<file path="src/rtl/qspi_ram_arbiter.sv">
// Two-port round-robin arbiter that runs QPI PSRAM bursts (command, address, dummy, data).
// Define QSPI_RAM_INIT_EN to send the 0x35 enter-quad command in SPI mode after reset.
module qspi_ram_arbiter #(
    parameter int ADDR_W    = 24,
    parameter int LEN_W     = 8,
    parameter int DUMMY_CYC = 6
) (
    input  logic                clk_in,
    input  logic                rst,
    input  logic [1:0]          req,
    input  logic [1:0]          we,
    input  logic [2*ADDR_W-1:0] addr,
    input  logic [2*LEN_W-1:0]  len,
    input  logic [15:0]         wdata,
    output logic [1:0]          grant,
    output logic                wready,
    output logic [7:0]          rdata,
    output logic                rvalid,
    output logic                done,
    output logic                busy,
    output logic                ram_clk,
    output logic                ram_cs_n,
    output logic [3:0]          ram_io_o,
    output logic [3:0]          ram_io_oe,
    input  logic [3:0]          ram_io_i
);
    localparam logic [2:0] ST_IDLE  = 3'd0;
    localparam logic [2:0] ST_CMD   = 3'd1;
    localparam logic [2:0] ST_ADDR  = 3'd2;
    localparam logic [2:0] ST_DUMMY = 3'd3;
    localparam logic [2:0] ST_DATA  = 3'd4;
    localparam logic [2:0] ST_END   = 3'd5;
`ifdef QSPI_RAM_INIT_EN
    localparam logic [2:0] ST_INIT  = 3'd6;
    localparam logic [7:0] CMD_QPI  = 8'h35;
    localparam logic [2:0] ST_RESET = ST_INIT;
`else
    localparam logic [2:0] ST_RESET = ST_IDLE;
`endif
    localparam logic       RST_BUSY = (ST_RESET != ST_IDLE);
    localparam int         CNT_W    = LEN_W + 1;

    logic [2:0]       state_r;
    logic             ph_r;
    logic [CNT_W-1:0] cnt_r;
    logic [31:0]      sr_r;
    logic             port_r, last_r, we_r;
    logic [LEN_W-1:0] len_r;
    logic [3:0]       wlo_r, rhi_r;
    logic [1:0]       grant_r;
    logic             wready_r, rvalid_r, done_r, busy_r, ram_clk_r, cs_n_r;
    logic [7:0]       rdata_r;
    logic [3:0]       io_o_r, io_oe_r;

    logic              pick_s, we_sel_s;
    logic [ADDR_W-1:0] addr_sel_s;
    logic [23:0]       addr24_s;
    logic [LEN_W-1:0]  len_sel_s;
    logic [7:0]        cmd_s, wbyte_s;
    logic [CNT_W-1:0]  last_s;

    assign grant     = grant_r;
    assign wready    = wready_r;
    assign rdata     = rdata_r;
    assign rvalid    = rvalid_r;
    assign done      = done_r;
    assign busy      = busy_r;
    assign ram_clk   = ram_clk_r;
    assign ram_cs_n  = cs_n_r;
    assign ram_io_o  = io_o_r;
    assign ram_io_oe = io_oe_r;

    // Round-robin winner and selection of its request fields
    always_comb begin
        pick_s = 1'b0;
        if (req == 2'b11) begin
            pick_s = ~last_r;
        end else begin
            pick_s = req[1];
        end
        we_sel_s   = pick_s ? we[1] : we[0];
        addr_sel_s = pick_s ? addr[2*ADDR_W-1:ADDR_W] : addr[ADDR_W-1:0];
        len_sel_s  = pick_s ? len[2*LEN_W-1:LEN_W] : len[LEN_W-1:0];
        addr24_s   = 24'(addr_sel_s);
        cmd_s      = we_sel_s ? 8'h38 : 8'hEB;
        wbyte_s    = port_r ? wdata[15:8] : wdata[7:0];
        last_s     = {len_r, 1'b1};
    end

    // Transaction sequencer: arbitration, two-cycle nibble engine and handshake pulses
    always_ff @(posedge clk_in or posedge rst) begin
        if (rst) begin
            state_r   <= ST_RESET;
            ph_r      <= 1'b0;
            cnt_r     <= '0;
            sr_r      <= 32'h0000_0000;
            port_r    <= 1'b0;
            last_r    <= 1'b1;
            we_r      <= 1'b0;
            len_r     <= '0;
            wlo_r     <= 4'h0;
            rhi_r     <= 4'h0;
            grant_r   <= 2'b00;
            wready_r  <= 1'b0;
            rvalid_r  <= 1'b0;
            done_r    <= 1'b0;
            rdata_r   <= 8'h00;
            busy_r    <= RST_BUSY;
            ram_clk_r <= 1'b0;
            cs_n_r    <= 1'b1;
            io_o_r    <= 4'h0;
            io_oe_r   <= 4'h0;
        end else begin
            wready_r <= 1'b0;
            rvalid_r <= 1'b0;
            done_r   <= 1'b0;
            case (state_r)
                ST_IDLE: begin
                    if (req != 2'b00) begin
                        state_r <= ST_CMD;
                        busy_r  <= 1'b1;
                        grant_r <= pick_s ? 2'b10 : 2'b01;
                        last_r  <= pick_s;
                        port_r  <= pick_s;
                        we_r    <= we_sel_s;
                        len_r   <= len_sel_s;
                        sr_r    <= {cmd_s, addr24_s};
                        io_o_r  <= cmd_s[7:4];
                        io_oe_r <= 4'hF;
                        cs_n_r  <= 1'b0;
                        ph_r    <= 1'b0;
                        cnt_r   <= '0;
                    end else begin
                        busy_r <= 1'b0;
                    end
                end
                ST_END: begin
                    cnt_r <= cnt_r + CNT_W'(1);
                    if (cnt_r[0]) begin
                        state_r <= ST_IDLE;
                        busy_r  <= 1'b0;
                        cnt_r   <= '0;
                    end
                end
                default: begin
`ifdef QSPI_RAM_INIT_EN
                    if (state_r == ST_INIT && cs_n_r) begin
                        cs_n_r  <= 1'b0;
                        io_oe_r <= 4'b0001;
                        io_o_r  <= {3'b000, CMD_QPI[7]};
                        sr_r    <= {CMD_QPI, 24'h000000};
                    end else
`endif
                    if (!ph_r) begin
                        ph_r      <= 1'b1;
                        ram_clk_r <= 1'b1;
                    end else begin
                        // End of a high phase: RAM has clocked this nibble, present the next one
                        ph_r      <= 1'b0;
                        ram_clk_r <= 1'b0;
                        cnt_r     <= cnt_r + CNT_W'(1);
                        case (state_r)
                            ST_CMD: begin
                                sr_r   <= sr_r << 4;
                                io_o_r <= sr_r[27:24];
                                if (cnt_r == CNT_W'(1)) begin
                                    state_r <= ST_ADDR;
                                    cnt_r   <= '0;
                                end
                            end
                            ST_ADDR: begin
                                sr_r   <= sr_r << 4;
                                io_o_r <= sr_r[27:24];
                                if (cnt_r == CNT_W'(5)) begin
                                    cnt_r <= '0;
                                    if (we_r) begin
                                        state_r  <= ST_DATA;
                                        io_o_r   <= wbyte_s[7:4];
                                        wlo_r    <= wbyte_s[3:0];
                                        wready_r <= 1'b1;
                                    end else begin
                                        state_r <= ST_DUMMY;
                                        io_o_r  <= 4'h0;
                                        io_oe_r <= 4'h0;
                                    end
                                end
                            end
                            ST_DUMMY: begin
                                if (cnt_r == CNT_W'(DUMMY_CYC - 1)) begin
                                    state_r <= ST_DATA;
                                    cnt_r   <= '0;
                                end
                            end
                            ST_DATA: begin
                                if (we_r) begin
                                    if (!cnt_r[0]) begin
                                        io_o_r <= wlo_r;
                                    end else if (cnt_r != last_s) begin
                                        io_o_r   <= wbyte_s[7:4];
                                        wlo_r    <= wbyte_s[3:0];
                                        wready_r <= 1'b1;
                                    end
                                end else if (!cnt_r[0]) begin
                                    rhi_r <= ram_io_i;
                                end else begin
                                    rdata_r  <= {rhi_r, ram_io_i};
                                    rvalid_r <= 1'b1;
                                end
                                if (cnt_r == last_s) begin
                                    state_r <= ST_END;
                                    cnt_r   <= '0;
                                    cs_n_r  <= 1'b1;
                                    io_o_r  <= 4'h0;
                                    io_oe_r <= 4'h0;
                                    grant_r <= 2'b00;
                                    done_r  <= 1'b1;
                                end
                            end
`ifdef QSPI_RAM_INIT_EN
                            ST_INIT: begin
                                sr_r   <= sr_r << 1;
                                io_o_r <= {3'b000, sr_r[30]};
                                if (cnt_r == CNT_W'(7)) begin
                                    state_r <= ST_END;
                                    cnt_r   <= '0;
                                    cs_n_r  <= 1'b1;
                                    io_o_r  <= 4'h0;
                                    io_oe_r <= 4'h0;
                                end
                            end
`endif
                            default: begin
                                state_r <= ST_END;
                                cnt_r   <= '0;
                                cs_n_r  <= 1'b1;
                                io_o_r  <= 4'h0;
                                io_oe_r <= 4'h0;
                                grant_r <= 2'b00;
                            end
                        endcase
                    end
                end
            endcase
        end
    end
endmodule

</file>
<file path="config.mk">
export PLATFORM = sky130hd
export DESIGN_NAME = qspi_ram_arbiter
export DESIGN_NICKNAME = d
export VERILOG_FILES = /design/src/rtl/qspi_ram_arbiter.sv
export SDC_FILE = /design/constraint.sdc
export NUM_CORES = 1
export LEC_CHECK = 0
export CORE_MARGIN = 4
export CORE_UTILIZATION = 24
export CTS_CLUSTER_DIAMETER = 80
export CTS_CLUSTER_SIZE = 24
export DETAILED_ROUTE_END_ITERATION = 10
export SLEW_MARGIN = 20
export SYNTH_ARGS = -nofsm -noshare
export SYNTH_HDL_FRONTEND = slang
export SYNTH_SLANG_ARGS = --single-unit
</file>
<file path="constraint.sdc">
create_clock -name clk_in -period 2.9 [get_ports clk_in]
set_clock_uncertainty 0.05 [all_clocks]
set_input_delay 0.435 -clock clk_in [delete_from_list [all_inputs] [get_ports clk_in]]
set_output_delay 0.435 -clock clk_in [all_outputs]
set_load 0.03 [all_outputs]
</file>
Word level (Yosys, flattened, before mapping):

Cells that the tools add are included.

* add/subtract/negate cells: 1
* eq/ne operators: 29
* muxes and demuxes: 84
* bitwise gates (word level): 5
* reduce and logical (&&, ||, !) cells: 24

Operator list (number)
* $mux 28: 3
* $mux 4: 18
* $pmux 28 s2: 1
* $mux 9: 6
* $pmux 9 s3: 1
* $mux 1: 24
* $mux 24: 1
* $mux 3: 8
* $mux 8: 3
* $pmux 4 s2: 3
* $pmux 9 s2: 1
* $ne 2x2->1 const B: 8
* $pmux 4 s4: 1
* $reduce_and 5->1: 3
* $reduce_and 7->1: 2
* $ne 4x4->1 const B: 3
* $pmux 3 s4: 1
* $pmux 4 s3: 1
* $pmux 1 s2: 5
* $reduce_bool 2->1: 5
* $add 9x1->9 const B: 1
* $eq 9x1->1 const B: 1
* $eq 9x3->1 const B: 1
* $eq 9x9->1: 1
* other kinds (23): 41

* register bits: 84
* input port bits: 90

Longest topological paths before layout:

Gate-level depths: netlist of the first run.

* depth after elaboration: 8
* depth in mapped cells: 8
* gate-level depth less buffers: 7

Worst setup path before layout of the first run:

OpenSTA, ideal clock, no wires.

* kind: reg-to-reg
* from: reg cnt_r[1]
* to: reg wlo_r[0]
* setup time: 125 ps
* arrival time: 1739 ps
* required time: 2725 ps
* path slack: 986 ps
* stages on the path, launching flop included: 7
* path buffers: 0
* period minus slack after synthesis: 1914 ps
* cell sequence: dfrtp_1 -> inv_1 -> ha_1 -> nor4b_4 -> a311oi_1 -> a211oi_2 -> mux2_2

* cells in the longest elaborated chain, start to end: 3

RTL lines
* from (decl): line 45 `logic [CNT_W-1:0] cnt_r;`
* from (signal assigned): line 138 `cnt_r <= cnt_r + CNT_W'(1);`
* from (signal assigned): line 161 `cnt_r <= cnt_r + CNT_W'(1);`
* $ne 9x9->1 / $eq 9x3->1 (equally long branches): line 198, 174
* $ne 2x2->1 (no line)
* $reduce_and 8->1 (no line) (*)
* to (signal assigned): line 179 `wlo_r <= wbyte_s[3:0];`
* to (signal assigned): line 200 `wlo_r <= wbyte_s[3:0];`
* to (decl): line 49 `logic [3:0] wlo_r, rhi_r;`

Mark *: on every way between the ends. The rest lies on a longest branch, timed or not.
A chain may end at the register's enable or synchronous reset.

Worst setup path after layout of the first run:

* from: reg state_r[1]
* to: reg wlo_r[2]

* cells in the longest elaborated chain, start to end: 4

RTL lines
* from (decl): line 43 `logic [2:0] state_r;`
* from (signal assigned): line 93 `state_r <= ST_RESET;`
* from (signal assigned): line 120 `state_r <= ST_CMD;`
* from (signal assigned): line 140 `state_r <= ST_IDLE;`
* $eq 3x3->1 / $logic_not 3->1 (equally long branches): line 117 `case (state_r)`
* $reduce_or 2->1 (no line)
* $not 1->1 (no line)
* $reduce_and 8->1 (no line)

Several ways; a longest one is shown, not always the timed one.

==> impl_metrics.toml, run 1 <==
[worst_setup_path]
end_kind = "flop"
critPathTopFamily = "flip-flops"
path_cells = "inv_1 > o21ai_0 > nand3_1 > a211oi_2 > mux2_2"
critPathSlowestCell = "dfrtp_1"
slowest_delay_ps = 820
path_buf_inv = 1
cp.arrival_ps = 2530
crit_type = "flop to flop"
critPathRequiredTime_ps = 3080
start_kind = "flop"
crit_fanout = 20

[layout]
fillCellCount = 1995
nNetsFinal = 696
final_area_um2 = 6400
final_core_util_pct = 33.7
final-seq-area_um2 = 2030
layout.cells.non_filler = 868
multi_input_comb_area_um2 = 2440
area_delta_synth_final_pct = 36.0
drive_gt1_share_pct = 13.2
diodes = 0

[floorplanning]
core-area_um2 = 19000
die_h_um = 148
std_cell_rows = 50
ios = 114
initial_core_util_pct = 24.8
die_x_um = 148
dieArea_um2 = 21900

[cts]
post-cts-setup-buffers = 0
clkLatencyLatePin_ps = 340
clk_pin_slew_worst_paths_ps = 60
cts_buffer_depth = 2
cts_resized = 0
ctsHoldBuffers = 0
clock_sinks = 81
clockRootBuffer = "clkbuf_16"
cts_made_buffers = 9
htree_levels = 3
cts_tree = "built"

[synth]
synth_cell_types = 73
synth_ff_type = "dfrtp_1"
synthMuxAreaShare_pct = 9.35
syn-num-nets = 598
synth_top_family_by_area = "compound AO/OA/AOI/OAI gates"
synth_edf_count = 0
async_reset_ff_share_pct = 100
synth_seq_cells = 81
synth_compound_area_share_pct = 21.9
yosysWarnings = 0
synth_fa_ha_area_share_pct = 0.797
synth_cells = 505
yosysSeqAreaShare_pct = 43.1
synth_common_cells = "nand2_1, dfrtp_1, a21oi_1, o21ai_0, clkbuf_1"
synth_top_area_share_pct = 42.0
synth_xor_area_share_pct = 2.23
yosysMostFrequentCell = "nand2_1"
synth_largest_area_cell = "dfrtp_1"
syn_area_um2 = 4710
avgSynthCellArea_um2 = 9.33
yosys-top-cells-area = "dfrtp_1, nand2_1, a21oi_1"
synth-simple-area-share_pct = 17.4

[pwr]
ir_worst_vdd_uv = 375
power_w = 0.00652
powerDensity_nw_per_um2 = 1020
power_leakage_nw = 2.66

[global_route]
grt_antenna_before_repair = 0
grt_max_degree = 69
grt-ovfl-total = 0
grt_pass1_wl_um = 20700
grt_pass1_vias = 3817
track_usage_pct = 11.8

[route]
drt_iter0_markers = 247
dr.pass1.iters = 4
finalWirelength_um = 13100
avgViaCountPerCell = 4.58
drcViolationCount = 0
ant_nets = 0
wl_per_cell_um = 15.1
vias = 3976

[timing]
final_max_slew_viol_count = 0
rsz0062_at_grt = "false"
worstMarginPinSlew_ps = 735
hold_violations = 0
setup_viol = 0
post-route-period-util_pct = 81.0
min_period_ps = 2350
fin_tns_setup_ps = 0
max_freq_ghz = 0.426
slew_headroom_pct = 51.0

[placement]
numPortBuffers = 113
gp_congestion = 0.800
place_inst = 852
dp_hpwl_um = 9480
placed_cell_area_um2 = 6090

[outcome]
status = "complete, no violations"

[hold_path]
min_path_type = "input pin to async pin"

[run]
max-cap-violations = 0
stage by stage:
stage	hold slack (ps)	setup slack, ps
6_report	285	551
5_1_grt	298	425
4_1_cts	280	575
3_5_place_dp	403	488
3_3_place_gp	398	537
2_1_floorplan	394	338
state kept, by name, indices dropped and copies added (netlist names), 2 cells and up:
register / flops
sr_r: 28
cnt_r: 9
len_r: 8
rdata: 8
ram_io_o: 4
rhi_r: 4
wlo_r: 4
state_r: 3
grant: 2
layout make-up:
class / count / share of cell area [%]
Clock buffer: 10 / 3.73
Timing Repair Buffer: 129 / 19.7
Multi-Input combinational cell: 373 / 38.1
Inverter: 9 / 0.547
Tap cell: 260 / 5.08
Clock inverter: 6 / 1.13
Sequential cell: 81 / 31.7
final timing paths:
kind                            end  cells past startpoint       start  slack, ps
setup / recovery           wlo_r[2]                      5  state_r[1]        550
min in group clk_in        ram_cs_n                      2    ram_cs_n        410
hold reg to reg            ram_cs_n                      2    ram_cs_n        410
max in group asynchronous    last_r                      3         rst       1830
hold / removal             rdata[3]                      2         rst        290
setup reg to reg           wlo_r[2]                      5  state_r[1]        550
power breakdown:
part	total, W	switching, W	internal (W)
logic	0.00330	0.00187	0.00143
registers	0.00201	0.000432	0.00158
clock network	0.00121	0.000504	0.000705
total	0.00652	0.00281	0.00371
cell families after synthesis:
kind of cell | count (synthesis)
muxes | 38
and+or+nand+nor | 159
AOI/OAI and AO/OA | 161
DFF | 81
buffers and inverters | 51
xor gates and xnor gates | 12
adders and majority gates | 3
metal layers:
metal	wire length, um	track usage, %
met5	0	0
met4	81	2.22
met3	989	4.42
met2	5920	18.3
met1	6150	15.9
worst reg2reg max path, cell delays in order (launching register included):
cell      delay (ps)
dfrtp_1          820
inv_1            230
o21ai_0          210
nand3_1          120
a211oi_2         420
mux2_2           390
cells in the final DEF (no fill, tap or decap), types with 4 or more instances in the layout:
cell / instances
a21o_1: 9
a21oi_1: 59
a221oi_1: 5
a31oi_1: 4
and3_1: 4
buf_4: 15
clkbuf_16: 9
clkdlybuf4s50_1: 113
dfrtp_1: 79
inv_1: 7
mux2_2: 15
mux2_4: 8
mux2i_1: 14
nand2_1: 85
nand2b_1: 6
nand3_1: 7
nor2_1: 13
nor2b_1: 6
nor3_1: 7
nor4_1: 5
o21ai_0: 42
o31ai_1: 4
xnor2_1: 10
No activity file was read; power rests on OpenSTA's default activity.
==> run 2: changes to the inputs <==
==> constraint.sdc (replaced) <==
create_clock -name clk_in -period 2 [get_ports clk_in]
set_clock_uncertainty 0.05 [all_clocks]
set_input_delay 0.3 -clock clk_in [delete_from_list [all_inputs] [get_ports clk_in]]
set_output_delay 0.3 -clock clk_in [all_outputs]
set_load 0.03 [all_outputs]
==> run 2 against run 1 <==
Effect of this change:
- wire length is 4.2% higher
- sequential share of layout area is 2.8 points lower
- cell area is 9.6% higher
- combinational power is 78% higher
- worst hold slack worse by 14 ps
- via count is 7.1% higher
==> impl_metrics.toml, run 2 (synthesized netlist as in run 1, its figures left out) <==
[floorplanning]
die_x_um = 148
ios = 114
dieArea_um2 = 21900
initial_core_util_pct = 24.8
die_h_um = 148
core-area_um2 = 19000
std_cell_rows = 50

[worst_setup_path]
crit_type = "flop to flop"
r2r-start = "len_r[6]"
cp.arrival_ps = 2140
crit_top_cell = "buf_4"
end_kind = "flop"
critPathRequiredTime_ps = 2190
path_cells = "xnor2_1 > nand4_4 > buf_4 > nor3_1 > a211oi_2 > buf_4 > mux2_2"
reg2regPathDepth = 7
crit_fanout = 5
slowest_delay_ps = 420
r2r_slack_ps = 50
critPathSlowestCell = "dfrtp_1"
timing.rr.end = "wlo_r[3]"
start_kind = "flop"

[placement]
gp_congestion = 0.847
numPortBuffers = 113
dp_hpwl_um = 10400

[timing]
slew_headroom_pct = 66.0
min_period_ps = 1950
final_max_slew_viol_count = 0
setup_viol = 0
fin_tns_setup_ps = 0
post-route-period-util_pct = 97.5
worstMarginPinSlew_ps = 509
max_freq_ghz = 0.513
hold_violations = 0

[pwr]
switching_share_pct = 42.4
powerDensity_nw_per_um2 = 1480
power_w = 0.0104
p_seq_share_pct = 27.0
clockPowerShare_pct = 16.3
combPwrFrac_pct = 56.7
p_switching_w = 0.00440
ir_worst_vdd_uv = 595
power_leakage_nw = 2.98
p_int_w = 0.00596

[global_route]
grt_pass1_wl_um = 21800
grt_pass1_vias = 4273
grt_max_degree = 49
grt-ovfl-total = 0
track_usage_pct = 12.3
grt_antenna_before_repair = 0

[hold_path]
min_path_type = "input pin to async pin"

[layout]
largest_reg_flops = 28
reg.largest.list = "sr_r x28, cnt_r x9"
layout_common_cells = "clkdlybuf4s50_1, nand2_1, dfrtp_1, buf_4, a21oi_1"
nNetsFinal = 756
final_common_cell = "clkdlybuf4s50_1"
fillCellCount = 1965
drive_gt1_share_pct = 24.0
area_delta_synth_final_pct = 49.1
diodes = 0
regMostFlops = "sr_r"

[cts]
clk_pin_slew_worst_paths_ps = 70
clock_sinks = 81
clockRootBuffer = "clkbuf_16"
ctsHoldBuffers = 0
htree_levels = 3
cts_tree = "built"
cts_made_buffers = 9
cts_buffer_depth = 2
clkLatencyLatePin_ps = 350

[route]
drcViolationCount = 0
avgViaCountPerCell = 4.59
vias = 4257
wl_per_cell_um = 14.8
finalWirelength_um = 13700
ant_nets = 0
drt_iter0_markers = 244
dr.pass1.iters = 4

[outcome]
status = "complete, no violations"

[run]
max-cap-violations = 0
-- run 2: changes by cell type in the layout (fill, tap and decap cells not counted), sizes merged --
cell      before  now
clkinv         3    4
clkinvlp       0    1
clkbuf        10    9
bufinv         1    0
buf           16   76
-- run 2: per-stage QoR --
stage                     hold WS, ps  cells  setup slack, ps  instance area, um2  util [%]
after floorplan                   394    505             86.0                4710         -
after global placement            412    904            -82.0                6520      34.3
after detailed placement          418    904            -98.3                6520      34.3
after CTS                         280    921             13.7                6840      36.0
after global routing              306    928            -50.4                7020      36.9
final                             272    928             49.2                7020      36.9
-- run 2: cell type report --
class | instances | area [um2] | area share, %
multi-input cells | 373 | 2560 | 36.4
flip-flops and latches | 81 | 2030 | 28.9
repair buffers | 189 | 1760 | 25.1
well taps | 260 | 325 | 4.63
clock buffers | 9 | 225 | 3.21
clock inverters | 7 | 81.3 | 1.16
inverters | 9 | 37.5 | 0.535
-- run 2: repair_timing --
| item | 4_1_cts | 5_1_grt |
|---|---|---|
| setup buffers | 1 | 6 |
| resized for setup | 2 | 32 |
| pin swaps | 0 | 7 |
| endpoints found under the setup margin | 10 | 39 |
| cloned | 0 | 1 |
-- run 2: worst max path at each step --
stage / from / slack, ps / endpoint
6_report: len_r[6] / 50 / wlo_r[3]
5_1_grt: cnt_r[1] / -50 / cnt_r[8]
4_1_cts: cnt_r[6] / 10 / ram_io_o[2]
3_5_place_dp: req[1] / -100 / ram_io_o[0]
3_3_place_gp: req[1] / -80 / ram_io_o[0]
2_1_floorplan: cnt_r[1] / 90 / wlo_r[0]
-- run 2: power by group through the flow --
| stage | clock [W] | sequential [W] | combinational [W] |
|---|---|---|---|
| 2_1_floorplan | 0 | 0.00298 | 0.00326 |
| 3_3_place_gp | 0 | 0.00280 | 0.00558 |
| 5_1_grt | 0.00180 | 0.00290 | 0.00644 |
| 3_5_place_dp | 0 | 0.00281 | 0.00560 |
| 4_1_cts | 0.00175 | 0.00279 | 0.00565 |
| 6_report | 0.00169 | 0.00280 | 0.00587 |
-- run 2: metal layers --
layer  track usage [%]  routed length, um  up-vias
met5                 0                  0        -
met4              3.97                190        0
met3              3.41                899       13
met2              20.0               6430      113
met1              16.0               6170     2015
li1                  -                  -     2116
-- run 2: worst max-delay path: cells and delay by family, from the launching register on --
family	cells	cell delay [ps]
flops	1	420
mux	1	260
simple gates	2	380
buf+inv	2	360
compound gates	1	100
xor+xnor	1	260
==> run 3: changes to the inputs <==
--- a/config.mk
+++ b/config.mk
@@ -5,11 +5,13 @@
 export SDC_FILE = /design/constraint.sdc
 export NUM_CORES = 1
 export LEC_CHECK = 0
+export CAP_MARGIN = 20
 export CORE_MARGIN = 4
 export CORE_UTILIZATION = 24
 export CTS_CLUSTER_DIAMETER = 80
 export CTS_CLUSTER_SIZE = 24
 export DETAILED_ROUTE_END_ITERATION = 10
+export SKIP_CTS_REPAIR_TIMING = 1
 export SLEW_MARGIN = 20
 export SYNTH_ARGS = -nofsm -noshare
 export SYNTH_HDL_FRONTEND = slang
==> run 3 against run 2 <==
Effect of this change:
- via count is 0.19% higher
- critical path depth is 1 higher
- power hardly changed
- die area stayed put
- first-iteration DRC count is 5.7% lower
- setup slack hardly changed
- critical endpoint is now state_r[0]
- maximum frequency hardly changed
- largest power group unchanged
- core utilization hardly changed
- wire length is 0.47% higher
- sequential cell count stayed put
- cell count is 0.22% higher
==> impl_metrics.toml, run 3 (synthesized netlist as in run 1, its figures left out) <==
[cts]
cts_buffer_depth = 2
clk_pin_slew_worst_paths_ps = 70
clockRootBuffer = "clkbuf_16"
clock_sinks = 81
htree_levels = 3
cts_made_buffers = 9
cts_tree = "built"
clkLatencyLatePin_ps = 350

[run]
max-cap-violations = 0

[pwr]
ir_worst_vdd_uv = 606
power_leakage_nw = 3.00
powerDensity_nw_per_um2 = 1480

[layout]
final_common_cell = "clkdlybuf4s50_1"
regMostFlops = "sr_r"
largest_reg_flops = 28
multi_input_comb_area_um2 = 2540
fillCellCount = 1965
final-seq-area_um2 = 2030
area_delta_synth_final_pct = 49.1
nNetsFinal = 758
reg.largest.list = "sr_r x28, cnt_r x9"
diodes = 0
final_core_util_pct = 36.9
layout_common_cells = "clkdlybuf4s50_1, nand2_1, dfrtp_1, buf_4, a21oi_1"
layout.cells.non_filler = 930
drive_gt1_share_pct = 23.4

[timing]
hold_violations = 0
setup_viol = 0
min_period_ps = 1950
rsz0062_at_grt = "true"
max_freq_ghz = 0.513
post-route-period-util_pct = 97.5
final_max_slew_viol_count = 0
worstMarginPinSlew_ps = 510
slew_headroom_pct = 66.0
holdWs_ps = 277

[route]
finalWirelength_um = 13800
vias = 4265
drcViolationCount = 0
avgViaCountPerCell = 4.59
drt_iter0_markers = 230
wl_per_cell_um = 14.8
ant_nets = 0
dr.pass1.iters = 4

[worst_setup_path]
reg2regPathDepth = 8
timing.rr.end = "state_r[0]"
r2r_slack_ps = 50
crit_fanout = 13
crit_type = "flop to flop"
end_kind = "flop"
crit_path_start = "state_r[0]"
crit_end = "state_r[0]"
start_kind = "flop"
cp.arrival_ps = 2150
r2r-start = "state_r[0]"
critPathRequiredTime_ps = 2200

[placement]
place_inst = 904
dp_hpwl_um = 10400
numPortBuffers = 113
gp_congestion = 0.847

[global_route]
grt-busiest-layer = "met2"
grt_pass1_wl_um = 21800
met3_usage_pct = 3.41
grt-ovfl-total = 0
grt_max_degree = 49
grt_antenna_before_repair = 0
track_usage_pct = 12.3
grt_use_met2_pct = 20.0
use_met1_pct = 16.1
grt_pass1_vias = 4266

[floorplanning]
core-area_um2 = 19000
std_cell_rows = 50
ios = 114
dieArea_um2 = 21900
initial_core_util_pct = 24.8
die_h_um = 148
die_x_um = 148

[outcome]
status = "complete, no violations"

[hold_path]
min_path_type = "input pin to async pin"
run 3: power breakdown:
part | total [W] | internal, W | leakage (nW) | switching [W]
Combinational | 0.00589 | 0.00281 | 1.82 | 0.00308
Sequential | 0.00280 | 0.00229 | 1.02 | 0.000509
Clock | 0.00168 | 0.000891 | 0.150 | 0.000788
Total | 0.0104 | 0.00600 | 3.00 | 0.00437
run 3: worst min path at each step:
stage	end	slack, ps	depth (start not counted)
after global routing	len_r[5]	310	2
final	len_r[5]	280	2
after floorplan	sr_r[24]	390	2
after CTS	sr_r[7]	280	2
after global placement	sr_r[4]	410	2
after detailed placement	ram_cs_n	420	2
run 3: area by class of cell:
cell class / instances / area share [%]
multi-input combinational: 373 / 36.1
sequential: 81 / 28.9
timing repair buffer: 191 / 25.4
tap: 260 / 4.63
clock buffer: 9 / 3.21
clock inverter: 7 / 1.16
inverter: 9 / 0.534
run 3: per-layer routing:
layer	wire (um)	share of wire, %
met1	6230	45
met2	6430	47
met3	901	6.6
met4	182	1.3
met5	0	0
run 3: stage by stage:
stage / total power (W) / setup slack, ps / instance area (um2) / TNS (ps)
4_1_cts: 0.0102 / -6.05 / 6830 / -35.9
2_1_floorplan: 0.00623 / 86.0 / 4710 / 0
3_5_place_dp: 0.00842 / -98.3 / 6520 / -350
6_report: 0.0104 / 49.0 / 7020 / 0
5_1_grt: 0.0111 / -64.2 / 7020 / -446
3_3_place_gp: 0.00838 / -82.0 / 6520 / -221
run 3: worst max-delay path: stages, from the launching register on:
cell	delay, ps
dfrtp_2	460
buf_6	150
nor3b_4	240
buf_4	160
buf_6	90
a21oi_1	60
buf_4	200
and4_1	200
nor4_2	240
